--- src/rtl/game_pkg.sv ---
// Shared game constants: animation states, sprite frame indices and default sprite geometry.
package game_pkg;

  typedef enum logic [1:0] {
    IDLE = 2'd0,
    WALK = 2'd1,
    JUMP = 2'd2,
    FALL = 2'd3
  } anim_state_t;

  localparam logic [2:0] FR_IDLE  = 3'd0;
  localparam logic [2:0] FR_WALK0 = 3'd1;
  localparam logic [2:0] FR_JUMP  = 3'd5;
  localparam logic [2:0] FR_FALL  = 3'd6;

  localparam int SPR_W_DEF = 16;
  localparam int SPR_H_DEF = 32;

  // Sprite-sheet frame for a given motion state; walk frames run FR_WALK0..FR_WALK0+3.
  function automatic logic [2:0] frame_of(anim_state_t st, logic [1:0] phase);
    case (st)
      WALK:    frame_of = FR_WALK0 + {1'b0, phase};
      JUMP:    frame_of = FR_JUMP;
      FALL:    frame_of = FR_FALL;
      default: frame_of = FR_IDLE;
    endcase
  endfunction

endpackage

--- src/rtl/player_animator_if.sv ---
// Player position/keys and VGA draw coordinate in; animation state and sprite lookup out.
interface player_animator_if;
  logic [9:0]  BallX;
  logic [9:0]  BallY;
  logic [9:0]  BallW;
  logic [9:0]  BallH;
  logic        move_left;
  logic        move_right;
  logic [9:0]  DrawX;
  logic [9:0]  DrawY;
  logic [1:0]  anim_state;
  logic        facing_left;
  logic [2:0]  sprite_frame;
  logic        is_player;
  logic [11:0] sprite_addr;

  // Plain level signals sampled every frame_clk rise; no valid/ready handshake.
  modport master (
    output BallX, BallY, BallW, BallH, move_left, move_right, DrawX, DrawY,
    input  anim_state, facing_left, sprite_frame, is_player, sprite_addr
  );
  modport slave (
    input  BallX, BallY, BallW, BallH, move_left, move_right, DrawX, DrawY,
    output anim_state, facing_left, sprite_frame, is_player, sprite_addr
  );
endinterface

--- src/rtl/sprite_hit.sv ---
// Combinational box test around a centre point plus sprite-ROM address with optional mirroring.
module sprite_hit #(
  parameter int SPR_W = 16,
  parameter int SPR_H = 32
) (
  input  logic [9:0]  ball_x,
  input  logic [9:0]  ball_y,
  input  logic [9:0]  ball_w,
  input  logic [9:0]  ball_h,
  input  logic [9:0]  draw_x,
  input  logic [9:0]  draw_y,
  input  logic        mirror,
  input  logic [2:0]  frame,
  output logic        hit,
  output logic [11:0] addr
);
  localparam logic signed [11:0] W_S     = 12'(SPR_W);
  localparam logic signed [11:0] H_S     = 12'(SPR_H);
  localparam logic [3:0]         COL_MAX = 4'(SPR_W - 1);

  logic signed [11:0] left, top, dx, dy;
  logic [3:0] col;
  logic [4:0] row;

  // Signed widening keeps a box that hangs off the left/top edge from wrapping.
  always_comb begin
    left = $signed({2'b00, ball_x}) - $signed({2'b00, ball_w});
    top  = $signed({2'b00, ball_y}) - $signed({2'b00, ball_h});
    dx   = $signed({2'b00, draw_x}) - left;
    dy   = $signed({2'b00, draw_y}) - top;
    hit  = (dx >= 12'sd0) && (dx < W_S) && (dy >= 12'sd0) && (dy < H_S);
    col  = mirror ? (COL_MAX - dx[3:0]) : dx[3:0];
    row  = dy[4:0];
    addr = hit ? {frame, row, col} : 12'h000;
  end
endmodule

--- src/rtl/player_animator.sv ---
// Per-frame player motion classification, facing and walk-cycle tracking, plus per-pixel sprite lookup.
module player_animator
  import game_pkg::*;
#(
  parameter int WALK_DIV = 6,
  parameter int SPR_W    = SPR_W_DEF,
  parameter int SPR_H    = SPR_H_DEF
) (
  input logic               frame_clk,
  input logic               Reset_n,
  player_animator_if.slave  bus
);
  localparam logic [5:0] DIV_LAST = 6'(WALK_DIV - 1);

  anim_state_t state_q, state_d;
  logic        facing_q, facing_d;
  logic [1:0]  phase_q, phase_d;
  logic [5:0]  div_q, div_d;
  logic [9:0]  prev_y_q;
  logic        first_q;
  logic signed [9:0] dy;

  always_ff @(posedge frame_clk or negedge Reset_n) begin
    if (!Reset_n) begin
      state_q  <= IDLE;
      facing_q <= 1'b0;
      phase_q  <= 2'd0;
      div_q    <= 6'd0;
      prev_y_q <= 10'd0;
      first_q  <= 1'b1;
    end else begin
      state_q  <= state_d;
      facing_q <= facing_d;
      phase_q  <= phase_d;
      div_q    <= div_d;
      prev_y_q <= bus.BallY;
      first_q  <= 1'b0;
    end
  end

  // The first frame after reset has no valid previous Y, so it never reads as vertical motion.
  always_comb begin
    dy       = first_q ? 10'sd0 : $signed(bus.BallY - prev_y_q);
    state_d  = IDLE;
    facing_d = facing_q;
    phase_d  = 2'd0;
    div_d    = 6'd0;

    if (dy < 10'sd0)                          state_d = JUMP;
    else if (dy > 10'sd0)                     state_d = FALL;
    else if (bus.move_left ^ bus.move_right)  state_d = WALK;

    if (bus.move_left && !bus.move_right)      facing_d = 1'b1;
    else if (bus.move_right && !bus.move_left) facing_d = 1'b0;

    if (state_q == WALK && state_d == WALK) begin
      if (div_q == DIV_LAST) begin
        div_d   = 6'd0;
        phase_d = phase_q + 2'd1;
      end else begin
        div_d   = div_q + 6'd1;
        phase_d = phase_q;
      end
    end
  end

  logic [2:0] frame;
  assign frame            = frame_of(state_q, phase_q);
  assign bus.anim_state   = state_q;
  assign bus.facing_left  = facing_q;
  assign bus.sprite_frame = frame;

  sprite_hit #(.SPR_W(SPR_W), .SPR_H(SPR_H)) u_hit (
    .ball_x (bus.BallX),
    .ball_y (bus.BallY),
    .ball_w (bus.BallW),
    .ball_h (bus.BallH),
    .draw_x (bus.DrawX),
    .draw_y (bus.DrawY),
    .mirror (facing_q),
    .frame  (frame),
    .hit    (bus.is_player),
    .addr   (bus.sprite_addr)
  );
endmodule

--- src/flat_wrapper.sv ---
// flat-port wrapper written by rule: the top's interface ports become plain ports
module player_animator_flat import game_pkg::*;
#(
  parameter int WALK_DIV = 6,
  parameter int SPR_W    = SPR_W_DEF,
  parameter int SPR_H    = SPR_H_DEF
)
  (frame_clk, Reset_n, bus_BallX, bus_BallY, bus_BallW, bus_BallH, bus_move_left, bus_move_right, bus_DrawX, bus_DrawY, bus_anim_state, bus_facing_left, bus_sprite_frame, bus_is_player, bus_sprite_addr);
  player_animator_if bus_i ();
  input logic frame_clk;
  input logic Reset_n;
  input wire logic [$bits(bus_i.BallX)-1:0] bus_BallX;
  input wire logic [$bits(bus_i.BallY)-1:0] bus_BallY;
  input wire logic [$bits(bus_i.BallW)-1:0] bus_BallW;
  input wire logic [$bits(bus_i.BallH)-1:0] bus_BallH;
  input wire logic [$bits(bus_i.move_left)-1:0] bus_move_left;
  input wire logic [$bits(bus_i.move_right)-1:0] bus_move_right;
  input wire logic [$bits(bus_i.DrawX)-1:0] bus_DrawX;
  input wire logic [$bits(bus_i.DrawY)-1:0] bus_DrawY;
  output wire logic [$bits(bus_i.anim_state)-1:0] bus_anim_state;
  output wire logic [$bits(bus_i.facing_left)-1:0] bus_facing_left;
  output wire logic [$bits(bus_i.sprite_frame)-1:0] bus_sprite_frame;
  output wire logic [$bits(bus_i.is_player)-1:0] bus_is_player;
  output wire logic [$bits(bus_i.sprite_addr)-1:0] bus_sprite_addr;
  assign bus_i.BallX = bus_BallX;
  assign bus_i.BallY = bus_BallY;
  assign bus_i.BallW = bus_BallW;
  assign bus_i.BallH = bus_BallH;
  assign bus_i.move_left = bus_move_left;
  assign bus_i.move_right = bus_move_right;
  assign bus_i.DrawX = bus_DrawX;
  assign bus_i.DrawY = bus_DrawY;
  assign bus_anim_state = bus_i.anim_state;
  assign bus_facing_left = bus_i.facing_left;
  assign bus_sprite_frame = bus_i.sprite_frame;
  assign bus_is_player = bus_i.is_player;
  assign bus_sprite_addr = bus_i.sprite_addr;
  player_animator #(.WALK_DIV(WALK_DIV), .SPR_W(SPR_W), .SPR_H(SPR_H)) u_core (.frame_clk(frame_clk), .Reset_n(Reset_n), .bus(bus_i));
endmodule
--- config.mk ---
export PLATFORM = sky130hd
export DESIGN_NAME = player_animator_flat
export DESIGN_NICKNAME = d
export VERILOG_FILES = /design/src/rtl/game_pkg.sv /design/src/rtl/player_animator_if.sv /design/src/rtl/sprite_hit.sv /design/src/rtl/player_animator.sv /design/src/flat_wrapper.sv
export SDC_FILE = /design/constraint.sdc
export NUM_CORES = 1
export LEC_CHECK = 0
export CAP_MARGIN = 5
export CORE_ASPECT_RATIO = 1.25
export CORE_MARGIN = 2
export CORE_UTILIZATION = 45
export CTS_CLUSTER_DIAMETER = 50
export DETAILED_ROUTE_END_ITERATION = 7
export HOLD_SLACK_MARGIN = 0.05
export PLACE_DENSITY_LB_ADDON = 0.2
export REMOVE_ABC_BUFFERS = 1
export SYNTH_ARGS = -nofsm -noshare
export SYNTH_HDL_FRONTEND = slang
export SYNTH_HIERARCHICAL = 1
export SYNTH_SLANG_ARGS = --single-unit
--- constraint.sdc ---
create_clock -name frame_clk -period 3.6 [get_ports frame_clk]
set_input_delay 0.36 -clock frame_clk [delete_from_list [all_inputs] [get_ports frame_clk]]
set_output_delay 0.36 -clock frame_clk [all_outputs]
set_load 0.1 [all_outputs]
# [Word level (Yosys, flattened, before mapping)]
# Cells that the tools add are included.
# W data, S select, Z words.
[classes] addsub=9 order_cmp=6 n_eq_ne=6 mux=13 bitwise=1 n_reduce_logical=9
[ops] op="$ge A12 B1 Y1 const B" count=2
[ops] op="$sub A10 B10 Y11" count=2
[ops] op="$lt A12 B6 Y1 const B" count=1
[ops] op="$lt A12 B7 Y1 const B" count=1
[ops] op="$mux W12" count=1
[ops] op="$mux W6" count=2
[ops] op="$sub A11 B11 Y12" count=1
[ops] op="$sub A11 B12 Y12" count=1
[ops] op="$gt A10 B1 Y1 const B" count=1
[ops] op="$lt A10 B1 Y1 const B" count=1
[ops] op="$mux W10" count=1
[ops] op="$sub A10 B10 Y10" count=1
[ops] op="$pmux W3 S3" count=1
[ops] op="$mux W2" count=4
[ops] op="$add A6 B1 Y6 const B" count=1
[ops] op="$eq A6 B3 Y1 const B" count=1
[ops] op="$logic_and A1 B1 Y1" count=6
[ops] op="$eq A2 B1 Y1 const B" count=2
[ops] op="$eq A2 B2 Y1 const B" count=2
[ops] op="$mux W4" count=1
[ops] op="$sub A4 B4 Y4 const A" count=1
[ops] op="$add A1 B2 Y3 const A" count=1
[ops] op="$mux W1" count=3
[ops] op="$add A2 B1 Y2 const B" count=1
[ops] op="4 further kinds" count=5
[totals] regBits=22 in_bits=64 out_inout_bits=19

# [Depth between registers and ports, before layout]
# Gate-level depths: netlist of the first run.
[depth] word_depth=8 mapped_depth=18 mapped_depth_nobuf=17

# [By module]
# Netlist of the first run, hierarchy kept.
[modules_own_cells] module="sprite_hit" instances=1 cells_per_inst=266 area_per_inst_um2=1999.4 seq_area_each_um2=0.0
[modules_own_cells] module="player_animator" instances=1 cells_per_inst=128 area_per_inst_um2=1287.5 seq_area_each_um2=551.8

# [Worst setup path before layout of the first run]
# Ideal clock, no wire load.
[synth_path] kind="register to output" from="register u_core.state_q[0] (netlist: u_core/bus.anim_state[0])" to="output bus_sprite_addr[9]" arrival_time_ns=5.565 required_time_ns=3.240 path_slack_ns=-2.325 stages_incl_launch_ff=4 cell_sequence="dfrtp_1 > nand2b_1 > o21ai_0 > nor3b_1"
[synth_via] elab_chain_len=3
[synth_rtl] item="start, declared" line_no="player_animator.sv:15" text="anim_state_t state_q, state_d;"
[synth_rtl] item="start signal, assigned" line_no="player_animator.sv:32" text="state_q <= state_d;"
[synth_rtl] item="$eq A2 B2 Y1 / $eq A2 B1 Y1 (equally long branches)" line_no="game_pkg.sv:21" text="case (st)"
[synth_rtl] item="$pmux W3 S3 (*)" line_no="game_pkg.sv:21"
[synth_rtl] item="net bus_sprite_frame[0]" line_no="flat_wrapper.sv:22" text="output wire logic [$bits(bus_i.sprite_frame)-1:0] bus_sprite_frame;"
[synth_rtl] item="$mux W12 (*)" line_no="sprite_hit.sv:34" text="addr = hit ? {frame, row, col} : 12'h000;"
[synth_rtl] item="end, declared" line_no="flat_wrapper.sv:24" text="output wire logic [$bits(bus_i.sprite_addr)-1:0] bus_sprite_addr;"
# The timed path passes the listed nets; every way through them passes the cells marked *.

# [Final worst setup path of the first run]
[layout_path] from="input bus_BallY[0]" to="output bus_sprite_addr[5]"
[layout_via] elab_chain_len=6
[layout_rtl] item="start, declared" line_no="flat_wrapper.sv:13" text="input wire logic [$bits(bus_i.BallY)-1:0] bus_BallY;"
[layout_rtl] item="$sub A10 B10 Y11 (*)" line_no="sprite_hit.sv:28" text="top = $signed({2'b00, ball_y}) - $signed({2'b00, ball_h});"
[layout_rtl] item="$sub A11 B11 Y12 (*)" line_no="sprite_hit.sv:30" text="dy = $signed({2'b00, draw_y}) - top;"
[layout_rtl] item="$ge A12 B1 Y1" line_no="sprite_hit.sv:31" text="hit = (dx >= 12'sd0) && (dx < W_S) && (dy >= 12'sd0) && (dy < H_S);"
[layout_rtl] item="$logic_and A1 B1 Y1 (2 in series)" line_no="sprite_hit.sv:31"
[layout_rtl] item="$mux W12 (*)" line_no="sprite_hit.sv:34"
# Every way passes the cells marked *; elsewhere a longest branch is shown, timed or not.

==> flow_summary_export.csv, run 1 <==
group,metric,value,unit
synth,synth.most_common_cell,"inv_1",
grt,grt_pass1_vias,3588,
worst_hold_path,hold_class,"input pin to flip-flop",
cells_and_area,final_nets,695,
sta,skew,0.00404,ns
die,die_area,8010,sq um
die,die_h,99.6,microns
critical_path,cp-startpoint,"bus_BallY[0]",
power,power,1700,uW
clocking,cts.sinks,22,
clocking,clk_path_buf_depth,2,
run,cap_violations,0,
clocking,cts.clk_slew.worst_paths,0.08,ns
die,rows,34,
power,powerDensity,311,nW/um^2
cells_and_area,multiInputGateArea,2840,sq um
placement,hpwl,7360,microns
synth,yosys.area.top_type,"ha_1",
sta,rsz0062_at_grt,"yes",
drt,avgViaCountPerCell,5.37,
die,core,7020,sq um
worst_hold_path,holdPathStages,2,
synth,synth_top_area_frac,0.202,
synth,synthTopCellsByArea,"ha_1 (20%), dfrtp_1 (16%), inv_1 (6.4%)",
cells_and_area,num_antenna_cells,0,
die,io_pins,83,
sta,min_period_over_period,1.21,
synth,synthAdderAreaFrac,0.232,
critical_path,startpoint_type,"input pin",
drt,ant_nets,0,
clocking,clockRootBuffer,"clkbuf_8",
drt,drc,0,
synth,synth_cells,394,
critical_path,reg2reg_from,"u_core/prev_y_q[0]",
clocking,cts_made_buffers,3,
cells_and_area,seqCellArea,552,sq um
grt,grt_max_degree,23,
sta,setup_viol,13,
status,status,"complete, but fails checks",
sta,tightest_slew,0.973,ns
drt,first_pass_iters,4,
cells_and_area,drive_above_1_share,0.355,
synth,ys_ff_latch,22,
critical_path,critical_path_class,"input pin to output port",
grt,grt_overflow,0,
sta,finalMaxSlewViolations,0,
placement,gp_congestion,0.873,
synth,synth.mux.area_fraction,0.0156,
synth,synth.distinct_cells,68,
worst_hold_path,min_from,"bus_BallY[0]",
drt,num_vias,3553,
die,initial_utilization,0.468,
cells_and_area,area_growth_syn_to_layout,66.2,%
sta,setup_ws,-0.748,ns
clocking,clk-insertion-delay-late,0.26,ns
drt,routedWlPerCell,14.7,microns
critical_path,cp.arrival,3.99,ns
synth,yosysWarnings,6,
clocking,cts_tree,"yes",
critical_path,cp_max_fo,5,
synth,synth_top_family_by_area,"adder cells",
sta,finalCriticalPeriod,4.35,ns
synth,synth-simple-area-share,0.195,
synth,synth_edf_count,0,
drt,drt-initial-drc-count,192,
synth,synthArstFlopShare,1.00,
power,ir_drop,0.000256,V
critical_path,end_kind,"output port",
sta,fmax,0.230,GHz
grt,antenna_found_initial,0,
critical_path,critPathRequiredTime,3.24,ns
status,violations,"negative setup slack",
clocking,cts_hold_buf,0,
power,power_leakage,0.00255,uW
die,fp.dieW,80.4,microns
cells_and_area,num-fill-cells,501,
sta,hold_violations,0,
clocking,htreeDepth,1,
synth,synth-seq-area-share,0.168,
sta,hold_slack,0.298,ns
sta,relSlewSlack,0.349,
sta,final.setup.tns,-9.05,ns
grt,grt_first_pass_wirelength,15000,microns
drt,routed_wirelength,9700,microns
synth,synth_xor_area_frac,0.0879,
synth,synth_common_cells,"inv_1 (56), ha_1 (53), nor2_1 (27), a21oi_1 (25)",
placement,portBuffers,82,
synth,synth_area_per_cell,8.34,sq um
critical_path,rr_worst_depth,9,
synth,synth_area,3290,sq um
synth,ys.flop_type,"dfrtp_1",
synth,synth-compound-area-share,0.227,
grt,grt_usage,0.227,
[final timing paths]
check | to | slack, ns
min in group asynchronous | u_core/prev_y_q[2] | 0.61
setup / recovery | bus_sprite_addr[5] | -0.75
hold reg to reg | u_core/div_q[0] | 0.52
hold / removal | u_core/prev_y_q[0] | 0.30
max in group asynchronous | u_core/div_q[5] | 2.40
setup reg to reg | u_core/div_q[3] | 1.01
[state kept, by name, indices dropped and copies added (netlist names)]
| signal | flops |
|---|---|
| u_core/prev_y_q | 10 |
| u_core/bus.anim_state | 2 |
| u_core/first_q | 1 |
| u_core/phase_q | 2 |
| u_core/bus.facing_left | 1 |
| u_core/div_q | 6 |
[cell usage in the layout, fill, tap and decap left out, drive strengths merged, types with 11 or more instances in the layout]
cell	count
nor2	27
ha	53
clkdlybuf4s50	46
dfrtp	21
nor3	21
buf	112
xnor2	22
o21ai	25
nand2	13
xor2	11
a21oi	26
inv	56
[stage by stage]
step / utilization / cells / setup slack, ns / instance area [sq um]
after CTS: 0.756 / 657 / -0.673 / 5300
after global routing: 0.778 / 662 / -0.987 / 5460
after global placement: 0.709 / 648 / -1.23 / 4980
after detailed placement: 0.709 / 648 / -1.35 / 4980
final: 0.778 / 662 / -0.748 / 5460
after floorplan: - / 390 / -2.42 / 3260
[area by class of cell]
type	instances	area share
multi-input combinational	312	0.519
timing repair buffer	178	0.307
tap	90	0.0206
clock buffer	3	0.00756
sequential	22	0.101
inverter	56	0.0389
clock inverter	1	0.00550
[repair_timing]
item,CTS,global route
hold endpoints to repair,0,0
setup endpoints to repair,13,13
resized for setup,88,43
gates cloned,0,0
setup buffers,5,5
pin swaps,48,32
[kinds of logic after synthesis]
logic type	after synthesis
AO/OA/AOI/OAI	106
AND/OR/NAND/NOR	109
XOR/XNOR	33
flip-flops	22
buffers and inverters	60
other	1
multiplexers	5
adder cells (fa/ha/maj)	58
[critical path: stages]
cell	delay, ns
buf_8	0.10
inv_4	0.05
ha_4	0.12
inv_2	0.03
fa_2	0.33
a211o_1	0.27
o211ai_1	0.18
a21oi_2	0.13
a21oi_2	0.16
xor2_1	0.19
ha_1	0.29
a21oi_2	0.19
o32ai_2	0.11
a311oi_2	0.21
o2111ai_2	0.18
nor4_4	0.25
nand4_2	0.17
buf_6	0.18
nor3b_2	0.17
buf_4	0.14
buf_12	0.16
[per-layer routing]
metal	vias up	global-route usage	part of all wire
met3	28	0.0136	0.036
li1	1769	-	-
met5	-	0	0
met2	99	0.453	0.55
met1	1657	0.246	0.38
met4	0	0.0704	0.031
[where the power goes]
part	switching (uW)	internal, uW
Combinational	610	592
Clock	82.6	149
Sequential	9.35	258
Power figures use the tool's default switching activity.
==> run 2: changes to the inputs <==
--- a/config.mk
+++ b/config.mk
@@ -9,7 +9,7 @@
 export CORE_ASPECT_RATIO = 1.25
 export CORE_MARGIN = 2
 export CORE_UTILIZATION = 45
-export CTS_CLUSTER_DIAMETER = 50
+export CTS_CLUSTER_DIAMETER = 150
 export DETAILED_ROUTE_END_ITERATION = 7
 export HOLD_SLACK_MARGIN = 0.05
 export PLACE_DENSITY_LB_ADDON = 0.2
==> results of run 2 <==
No change in the layout: final DEF, timing and power equal those of run 1.
==> run 3: changes to the inputs <==
==> constraint.sdc (replaced) <==
create_clock -name frame_clk -period 4.91 [get_ports frame_clk]
set_input_delay 1.473 -clock frame_clk [delete_from_list [all_inputs] [get_ports frame_clk]]
set_output_delay 1.473 -clock frame_clk [all_outputs]
set_load 0.1 [all_outputs]
==> run 3 against run 2 <==
Clock skew is 0.00055 ns lower; clock power is 26% lower; the flow still finishes with violations (negative setup slack); largest cell class unchanged; sequential share of layout area is 0.068 points higher.
==> flow_summary_export.csv, run 3 (synthesis gave the netlist of run 1 again) <==
group,metric,value,unit
status,status,"complete, but fails checks",
status,violations,"negative setup slack",
drt,avgViaCountPerCell,5.34,
sta,rsz0062_at_grt,"yes",
drt,routedWlPerCell,14.1,microns
critical_path,cp.arrival,5.14,ns
die,initial_utilization,0.468,
sta,finalMaxSlewViolations,0,
sta,skew,0.00349,ns
cells_and_area,mostFrequentLayoutCells,"buf_4 (95), clkdlybuf4s50_1 (51), inv_1 (45)",
sta,hold_slack,0.516,ns
drt,routed_wirelength,9350,microns
cells_and_area,design_area,5430,sq um
critical_path,critical_path_class,"input pin to output port",
cells_and_area,final_nets,698,
cells_and_area,drive_above_1_share,0.339,
critical_path,cp_slowest_cell,"clkdlybuf4s50_1",
placement,portBuffers,82,
die,fp.dieW,80.4,microns
die,io_pins,83,
critical_path,startpoint_type,"input pin",
critical_path,cpPeakStageDelay,0.46,ns
critical_path,critPathRequiredTime,3.44,ns
clocking,cts_tree,"yes",
die,die_area,8010,sq um
sta,tightest_slew,0.978,ns
drt,ant_nets,0,
critical_path,cp_max_fo,8,
critical_path,path_cells,"clkdlybuf4s50_1, inv_1, ha_1, buf_4, nor3_2, a21oi_2, a21oi_2, xor2_1, ha_1, a21oi_2, o32ai_2, a311oi_2, o2111ai_2, nor4_4, nand4_2, buf_8, nor3b_2, buf_4, buf_12",
clocking,cts.clk_slew.worst_paths,0.08,ns
critical_path,end_kind,"output port",
cells_and_area,num_antenna_cells,0,
placement,dpl_cell_area,4980,sq um
sta,setup_viol,13,
sta,min_period_over_period,1.35,
clocking,cts.sinks,22,
critical_path,cp-startpoint,"bus_BallH[6]",
critical_path,reg2reg_from,"u_core/prev_y_q[0]",
grt,grt_first_pass_wirelength,15600,microns
placement,hpwl,7280,microns
power,power,1230,uW
sta,finalCriticalPeriod,6.62,ns
grt,grt_pass1_vias,3678,
placement,gp_congestion,0.873,
grt,grt_max_degree,23,
critical_path,cpMostUsedCell,"a21oi_2",
placement,dp_worst_setup_slack,-2.30,ns
die,die_h,99.6,microns
run,cap_violations,0,
cells_and_area,area_growth_syn_to_layout,65.1,%
die,rows,34,
cells_and_area,multiInputGateArea,2760,sq um
sta,relSlewSlack,0.346,
worst_hold_path,min_from,"u_core/div_q[0]",
cells_and_area,top_regs,"u_core/prev_y_q (10), u_core/div_q (6)",
clocking,clk-insertion-delay-late,0.26,ns
drt,drc,0,
cells_and_area,largest_reg_flops,10,
drt,first_pass_iters,4,
drt,drt-initial-drc-count,164,
sta,fmax,0.151,GHz
cells_and_area,num-fill-cells,497,
drt,num_vias,3548,
clocking,cts_hold_buf,0,
grt,grt_usage,0.234,
grt,antenna_found_initial,0,
power,ir_drop,0.000158,V
sta,setup_ws,-1.71,ns
grt,grt_overflow,0,
worst_hold_path,hold_class,"flip-flop to flip-flop",
clocking,cts_made_buffers,3,
die,core,7020,sq um
power,powerDensity,227,nW/um^2
cells_and_area,regMostFlops,"u_core/prev_y_q",
cells_and_area,seqCellArea,552,sq um
power,power_leakage,0.00252,uW
clocking,clk_path_buf_depth,2,
clocking,htreeDepth,1,
clocking,clockRootBuffer,"clkbuf_8",
cells_and_area,final_common_cell,"buf_4",
sta,hold_violations,0,
==> run 3: cell count changes in the layout (fill, tap and decap cells not counted), moves of 3 or more <==
cell,previous run,this run
nor3_4,5,2
clkbuf_2,4,0
clkdlybuf4s50_1,46,51
ha_1,38,41
buf_4,91,95
dlymetal6s2s_1,5,2
==> run 3: timing repair <==
item | CTS | global route
pin swaps | 41 | 25
setup buffers | 7 | 5
resized for setup | 92 | 13
endpoints found under the setup margin | 13 | 13
==> run 3: final cells by class <==
cell class | instances | share of cell area
well taps | 90 | 0.0208
flip-flops and latches | 22 | 0.102
inverters | 56 | 0.0392
repair buffers | 181 | 0.316
clock inverters | 1 | 0.00554
multi-input cells | 312 | 0.509
clock buffers | 3 | 0.00761
==> run 3: metrics by stage <==
step / setup TNS, ns / util / std cells
finish: -21.51 / 0.773 / 665
global route: -23.74 / 0.773 / 665
CTS: -20.21 / 0.759 / 660
detailed placement: -29.22 / 0.710 / 649
global placement: -27.17 / 0.710 / 649
floorplan: -33.34 / - / 390
==> run 3: critical path, delay by kind of cell <==
kind                       cells  cell delay, ns
buffers and inverters          6            1.16
AOI/OAI and AO/OA              6            1.01
and+or+nand+nor                4            0.83
adders and majority gates      2            0.46
xor gates and xnor gates       1            0.19
==> run 3: final timing paths <==
check	endpoint	slack [ns]	cells after the start
max in group asynchronous	u_core/prev_y_q[9]	2.61	1
hold reg to reg	u_core/div_q[0]	0.52	1
hold / removal	u_core/div_q[0]	0.52	1
min in group asynchronous	u_core/prev_y_q[0]	1.73	1
setup reg to reg	u_core/div_q[2]	2.38	9
setup / recovery	bus_sprite_addr[9]	-1.71	19
==> run 3: routing by layer <==
metal | track usage | vias to the layer above | share of wire | wire length, microns
met5 | 0 | - | 0 | 0
met2 | 0.472 | 77 | 0.56 | 5230
li1 | - | 1783 | - | -
met4 | 0.0561 | 0 | 0.016 | 148
met3 | 0.0181 | 12 | 0.033 | 312
met1 | 0.255 | 1676 | 0.39 | 3660
==> run 3: report_power, final <==
group          internal [uW]  leakage (uW)  switching (uW)
registers                189      0.000274            6.95
logic                    429       0.00221             437
clock network            109     0.0000357            61.4
total                    727       0.00252             505
